`config.mk`:
```
export PLATFORM = sky130hd
export DESIGN_NAME = idct_1d_seq_flat
export DESIGN_NICKNAME = d
export VERILOG_FILES = /design/src/rtl/idct_1d_seq_if.sv /design/src/rtl/idct_1d_seq.sv /design/src/flat_wrapper.sv
export SDC_FILE = /design/constraint.sdc
export NUM_CORES = 2
export LEC_CHECK = 0
export CAP_MARGIN = 30
export CORE_UTILIZATION = 30
export DETAILED_ROUTE_END_ITERATION = 6
export PLACE_DENSITY = 0.43
export SLEW_MARGIN = 20
export SYNTH_ARGS = -nofsm -noshare
export SYNTH_HDL_FRONTEND = slang
export SYNTH_SLANG_ARGS = --single-unit
```
`constraint.sdc`:
```
create_clock -name clk -period 14 [get_ports clk]
set_input_delay 3.5 -clock clk [delete_from_list [all_inputs] [get_ports clk]]
set_output_delay 3.5 -clock clk [all_outputs]
set_load 0.01 [all_outputs]
```
`src/rtl/idct_1d_seq_if.sv`:
```
// Handshake bundle for the 1-D IDCT block.
// Valid/ready rule on both channels: a transfer happens on a rising clk edge
// where valid && ready are both high; the producer keeps valid and data
// stable until that edge, and ready may depend on the consumer's state only.
interface idct_1d_seq_if;
   logic        in_valid;
   logic        in_ready;
   logic [63:0] data_in;
   logic        out_valid;
   logic        out_ready;
   logic [63:0] data_out;

   // Producer of coefficients / consumer of samples (the bench side)
   modport master (
      output in_valid, data_in, out_ready,
      input  in_ready, out_valid, data_out
   );

   // The IDCT block itself
   modport slave (
      input  in_valid, data_in, out_ready,
      output in_ready, out_valid, data_out
   );
endinterface

```
`src/rtl/idct_1d_seq.sv`:
```
// Sequential 8-point 1-D IDCT. One coefficient Xk is folded into all eight
// accumulators per cycle (k = 0..7); the last cycle rounds, shifts and clamps
// the sums straight into the output register, so a result appears 8 cycles
// after the accepting edge.
module idct_1d_seq #(
   parameter int SHIFT = 5
) (
   input  logic        clk,
   input  logic        rst_n,
   idct_1d_seq_if.slave bus,
   output logic [1:0]  o_state
);

   typedef enum logic [1:0] {
      S_IDLE    = 2'd0,
      S_COMPUTE = 2'd1,
      S_DONE    = 2'd2
   } state_t;

   localparam logic signed [19:0] RND = 20'sd1 <<< (SHIFT - 1);

   state_t             r_state;
   logic [2:0]         r_k;
   logic [63:0]        r_coef;
   logic signed [19:0] r_acc [8];
   logic [63:0]        r_data_out;
   logic               r_in_ready;
   logic               r_out_valid;

   logic [2:0]         w_xsel;
   logic signed [7:0]  w_x;
   logic signed [8:0]  w_wt   [8];
   logic signed [16:0] w_prod [8];
   logic signed [19:0] w_sum  [8];
   logic signed [19:0] w_rnd  [8];
   logic [63:0]        w_pix;

   // Cosine magnitude c_m for m = 1..7 (c4 is also the DC weight)
   function automatic logic signed [8:0] f_cval(input int m);
      logic signed [8:0] v;
      case (m)
         1:       v = 9'sd126;
         2:       v = 9'sd118;
         3:       v = 9'sd106;
         4:       v = 9'sd91;
         5:       v = 9'sd71;
         6:       v = 9'sd49;
         7:       v = 9'sd25;
         default: v = 9'sd0;
      endcase
      return v;
   endfunction

   // Signed weight W(n,k): phase (2n+1)k folded into the first half-period
   function automatic logic signed [8:0] f_weight(input int n, input int k);
      int m;
      logic signed [8:0] v;
      if (k == 0) begin
         v = f_cval(4);
      end else begin
         m = ((2 * n + 1) * k) % 32;
         if (m > 16) m = 32 - m;
         if (m < 8)       v = f_cval(m);
         else if (m == 8) v = 9'sd0;
         else             v = -f_cval(16 - m);
      end
      return v;
   endfunction

   // Select Xk, form the eight running sums and their clamped 8-bit samples
   always_comb begin
      w_xsel = 3'd7 - r_k;
      w_x    = signed'(r_coef[{w_xsel, 3'b000} +: 8]);
      w_pix  = '0;
      for (int n = 0; n < 8; n++) begin
         w_wt[n]   = f_weight(n, int'(r_k));
         w_prod[n] = w_wt[n] * w_x;
         w_sum[n]  = r_acc[n] + {{3{w_prod[n][16]}}, w_prod[n]};
         w_rnd[n]  = (w_sum[n] + RND) >>> SHIFT;
         if (w_rnd[n] < 0)
            w_pix[8*(7-n) +: 8] = 8'd0;
         else if (w_rnd[n] > 20'sd255)
            w_pix[8*(7-n) +: 8] = 8'd255;
         else
            w_pix[8*(7-n) +: 8] = w_rnd[n][7:0];
      end
   end

   // Control FSM with registered handshake outputs and datapath registers
   always_ff @(posedge clk or negedge rst_n) begin
      if (!rst_n) begin
         r_state     <= S_IDLE;
         r_k         <= 3'd0;
         r_coef      <= '0;
         r_data_out  <= '0;
         r_in_ready  <= 1'b1;
         r_out_valid <= 1'b0;
         for (int n = 0; n < 8; n++) r_acc[n] <= '0;
      end else begin
         case (r_state)
            S_IDLE: begin
               if (bus.in_valid) begin
                  r_coef     <= bus.data_in;
                  r_k        <= 3'd0;
                  r_in_ready <= 1'b0;
                  r_state    <= S_COMPUTE;
                  for (int n = 0; n < 8; n++) r_acc[n] <= '0;
               end
            end
            S_COMPUTE: begin
               for (int n = 0; n < 8; n++) r_acc[n] <= w_sum[n];
               r_k <= r_k + 3'd1;
               if (r_k == 3'd7) begin
                  r_data_out  <= w_pix;
                  r_out_valid <= 1'b1;
                  r_state     <= S_DONE;
               end
            end
            S_DONE: begin
               if (bus.out_ready) begin
                  r_out_valid <= 1'b0;
                  r_in_ready  <= 1'b1;
                  r_state     <= S_IDLE;
               end
            end
            default: begin
               r_state     <= S_IDLE;
               r_in_ready  <= 1'b1;
               r_out_valid <= 1'b0;
            end
         endcase
      end
   end

   assign bus.in_ready  = r_in_ready;
   assign bus.out_valid = r_out_valid;
   assign bus.data_out  = r_data_out;
   assign o_state       = r_state;

endmodule

```
`src/flat_wrapper.sv`:
```
// flat-port wrapper written by rule: the top's interface ports become plain ports
module idct_1d_seq_flat 
#(
   parameter int SHIFT = 5
)
  (clk, rst_n, o_state, bus_in_valid, bus_data_in, bus_out_ready, bus_in_ready, bus_out_valid, bus_data_out);
  idct_1d_seq_if bus_i ();
  input  logic clk;
  input  logic rst_n;
  output logic [1:0] o_state;
  input wire logic [$bits(bus_i.in_valid)-1:0] bus_in_valid;
  input wire logic [$bits(bus_i.data_in)-1:0] bus_data_in;
  input wire logic [$bits(bus_i.out_ready)-1:0] bus_out_ready;
  output wire logic [$bits(bus_i.in_ready)-1:0] bus_in_ready;
  output wire logic [$bits(bus_i.out_valid)-1:0] bus_out_valid;
  output wire logic [$bits(bus_i.data_out)-1:0] bus_data_out;
  assign bus_i.in_valid = bus_in_valid;
  assign bus_i.data_in = bus_data_in;
  assign bus_i.out_ready = bus_out_ready;
  assign bus_in_ready = bus_i.in_ready;
  assign bus_out_valid = bus_i.out_valid;
  assign bus_data_out = bus_i.data_out;
  idct_1d_seq #(.SHIFT(SHIFT)) u_core (.clk(clk), .rst_n(rst_n), .bus(bus_i), .o_state(o_state));
endmodule
```
==> impl_metrics.csv <==
group,metric,value,unit
floorplanning,rows,144,
clock_tree,cts-root-buf,"clkbuf_16",
worst_setup_path,crit_start,"u_core.r_k[0]",
timing,rsz0062_at_grt,"false",
synth,ys.flop_type,"dfrtp_1",
route,drtPass1Iterations,5,
synth,netlist_area,46460,um^2
synth,synth.ff_latch_count,295,
floorplanning,dieHeight,395.5,um
clock_tree,cts_hold_buf,0,
layout,layout_common_cells,"inv_1, nor2_1, nand2_1",
global_routing,grt_pass1_vias,39370,
route,viasPerCell,4.933,
floorplanning,num_io_pins,136,
route,wl_per_cell,17.11,um
worst_setup_path,timing.rr.end,"u_core.bus.data_out[53]",
worst_setup_path,r2r_cells,52,
layout,area_growth,11.15,%
worst_setup_path,critPathArrivalTime,13530,ps
timing,maxSlewHeadroom,0.3305,
timing,setup_ws,1034,ps
worst_setup_path,crit_cells,52,
synth,synth_top_family_by_area,"adder cells",
min_path,hold_path.class,"reg -> reg",
timing,setup_tns,0,ps
worst_setup_path,critPathCaptureType,"flop",
route,routed-via-count,38160,
worst_setup_path,critPathSlowestCell,"nor4_1",
floorplanning,core,153900,um^2
timing,final_hold_viol_count,0,
clock_tree,clkLatencyLatePin,630,ps
global_routing,antenna_found_initial,3,
global_routing,grt_max_degree,141,
clock_tree,cts_resized,0,
timing,fin_skew,17.70,ps
synth,syn_inst,5630,
timing,layout_min_cycle_time,12970,ps
worst_setup_path,cpMostUsedCell,"inv_1",
route,drt_iter0_markers,1916,
worst_setup_path,max_stage_delay,630,ps
synth,synth_top_area_frac,0.2025,
synth,async_flop_share,1.000,
placement,dp_worst_setup_slack,1253,ps
global_routing,grt_first_pass_wirelength,217.0,mm
clock_tree,cts.sinks,295,
timing,drv_slew,0,
clock_tree,cts.clk_slew.worst_paths,60,ps
synth,yosysTopAreaCell,"fa_1",
synth,synthSimpleGateAreaFrac,0.1997,
synth,synth_compound_area_frac,0.1508,
clock_tree,cts_buffers,45,
layout,stdcell_count,7735,
global_routing,gr-usage-met1,0.2346,
placement,port-buffer-count,135,
worst_setup_path,endpoint,"u_core.bus.data_out[53]",
worst_setup_path,crit_required,14570,ps
run_status,status,"complete, no violations",
layout,fin_nets,6662,
worst_setup_path,crit_type,"reg -> reg",
synth,syn_avg_cell_area,8.251,um^2
timing,setup_viol,0,
worst_setup_path,reg2reg_slack,1030,ps
global_routing,grt_usage,0.1707,
global_routing,globalRouteMet2Util,0.2885,
layout,drive_above_1_share,0.05851,
clock_tree,cts_max_level,2,
run,maxCapViolCount,0,
timing,max_freq,77.13,MHz
placement,gp_congestion,0.8353,
synth,synth-adder-area-share,0.3283,
route,drc,0,
timing,period_share,0.9261,
worst_setup_path,crit_path_max_fanout,22,
floorplanning,design.die.area,156400,um^2
global_routing,met3_usage,0.01652,
global_routing,overflow,0,
placement,dp.cells,7652,
global_routing,top_usage_layer,"met2",
synth,synthTopCellsByArea,"fa_1, dfrtp_1, ha_1, inv_1, nor2_1",
clock_tree,cts_setup_buffers,0,
layout,utilization,0.3356,
synth,ys_seq_area_frac,0.1589,
worst_setup_path,critPathLaunchType,"flop",
synth,synth.distinct_cells,120,
synth,synthMuxAreaShare,0.01565,
floorplanning,die_w,395.5,um
clock_tree,cts_tree,"built",
min_path,hp-start,"u_core.r_coef[3]",
synth,synth-edff-count,0,
layout,diodes,0,
route,drtAntennaViolNets,0,
clock_tree,clk_path_buf_depth,3,
placement,post-dp-hpwl,99.45,mm
worst_setup_path,worstReg2RegStart,"u_core.r_k[0]",
timing,tightestPinTransition,1004,ps
layout,final_common_cell,"inv_1",
worst_setup_path,cp.buffers_inverters,8,
route,drt-total-wl,132.4,mm
worst_setup_path,crit_family,"compound AO/OA/AOI/OAI gates",
synth,synth-xor-area-share,0.06666,
synth,yosys_warnings,0,
floorplanning,start_util,0.3019,
-- kinds of logic (layout without fill, tap and decap cells) --
family,Yosys count,in the layout
adder cells (fa/ha/maj),937,937
flip-flops,295,295
other,1,6
XOR/XNOR,346,346
multiplexers,52,52
AO/OA/AOI/OAI,1020,1020
AND/OR/NAND/NOR,2003,2003
buffers and inverters,976,1032
-- how the worst min path moves through the flow --
stage | end | slack, ps | cells after the start
global route | u_core.r_coef[25] | 490 | 2
floorplan | u_core.r_coef[11] | 440 | 2
global placement | u_core.r_coef[44] | 450 | 2
detailed placement | u_core.r_coef[5] | 460 | 2
CTS | u_core.r_coef[5] | 470 | 2
finish | u_core.r_coef[3] | 470 | 2
-- worst reg2reg max path: cells and delay by family, from the launching register on --
family	cells	cell delay, ps
AO/OA/AOI/OAI	18	4350
adder cells (fa/ha/maj)	9	3690
AND/OR/NAND/NOR	13	2830
buffers and inverters	8	820
flip-flops	1	610
multiplexers	3	500
XOR/XNOR	1	80
-- registers in the layout, indices dropped and copies added (netlist names) --
name                  cells
u_core.o_state            2
u_core.bus.in_ready       1
u_core.bus.data_out      64
u_core.bus.out_valid      1
u_core.r_acc            160
u_core.r_k                3
u_core.r_coef            64
-- final cells by class --
class	count	area [um^2]
fillers	16330	102200
clock buffers	59	1259
clock inverters	22	280.3
inverters	751	2819
repair buffers	200	1881
flip-flops and latches	295	7385
multi-input cells	4364	35450
well taps	2044	2557
-- Yosys cell counts, drive strengths merged, types with 12 or more instances --
| cell type | number |
|---|---|
| inv | 749 |
| nor2 | 641 |
| nand2 | 605 |
| fa | 470 |
| ha | 467 |
| dfrtp | 294 |
| o21ai | 260 |
| xnor2 | 227 |
| a21oi | 222 |
| nand3 | 190 |
| clkbuf | 171 |
| nor3 | 119 |
| xor2 | 116 |
| a21o | 70 |
| and2 | 63 |
| a211oi | 62 |
| nand2b | 60 |
| or2 | 60 |
| buf | 54 |
| nor2b | 54 |
| o21a | 48 |
| or3 | 46 |
| o211ai | 45 |
| o21bai | 37 |
| a31oi | 36 |
| nand4 | 34 |
| mux2i | 31 |
| and3 | 29 |
| nor4 | 25 |
| a22o | 20 |
| o221a | 17 |
| mux4 | 16 |
| nor3b | 15 |
| a211o | 14 |
| a32oi | 14 |
| o31ai | 14 |
| a21boi | 13 |
| a31o | 12 |
-- layer usage --
| layer | share of wire | vias up | wire [um] |
|---|---|---|---|
| met5 | 0 | - | 0 |
| met4 | 0.019 | 0 | 2551 |
| met3 | 0.029 | 132 | 3839 |
| met2 | 0.48 | 523 | 62940 |
| met1 | 0.48 | 18690 | 63040 |
| li1 | - | 18810 | - |
-- per-stage QoR --
| step | hold slack, ps | area, um^2 |
|---|---|---|
| 2_1_floorplan | 440.3 | 46470 |
| 3_3_place_gp | 454.1 | 50050 |
| 3_5_place_dp | 458.1 | 50070 |
| 4_1_cts | 472.0 | 51610 |
| 5_1_grt | 491.5 | 51630 |
| 6_report | 469.3 | 51630 |
Power is not shown: default switching activity piles up to over one toggle a cycle in this logic, so the estimate is an artifact.
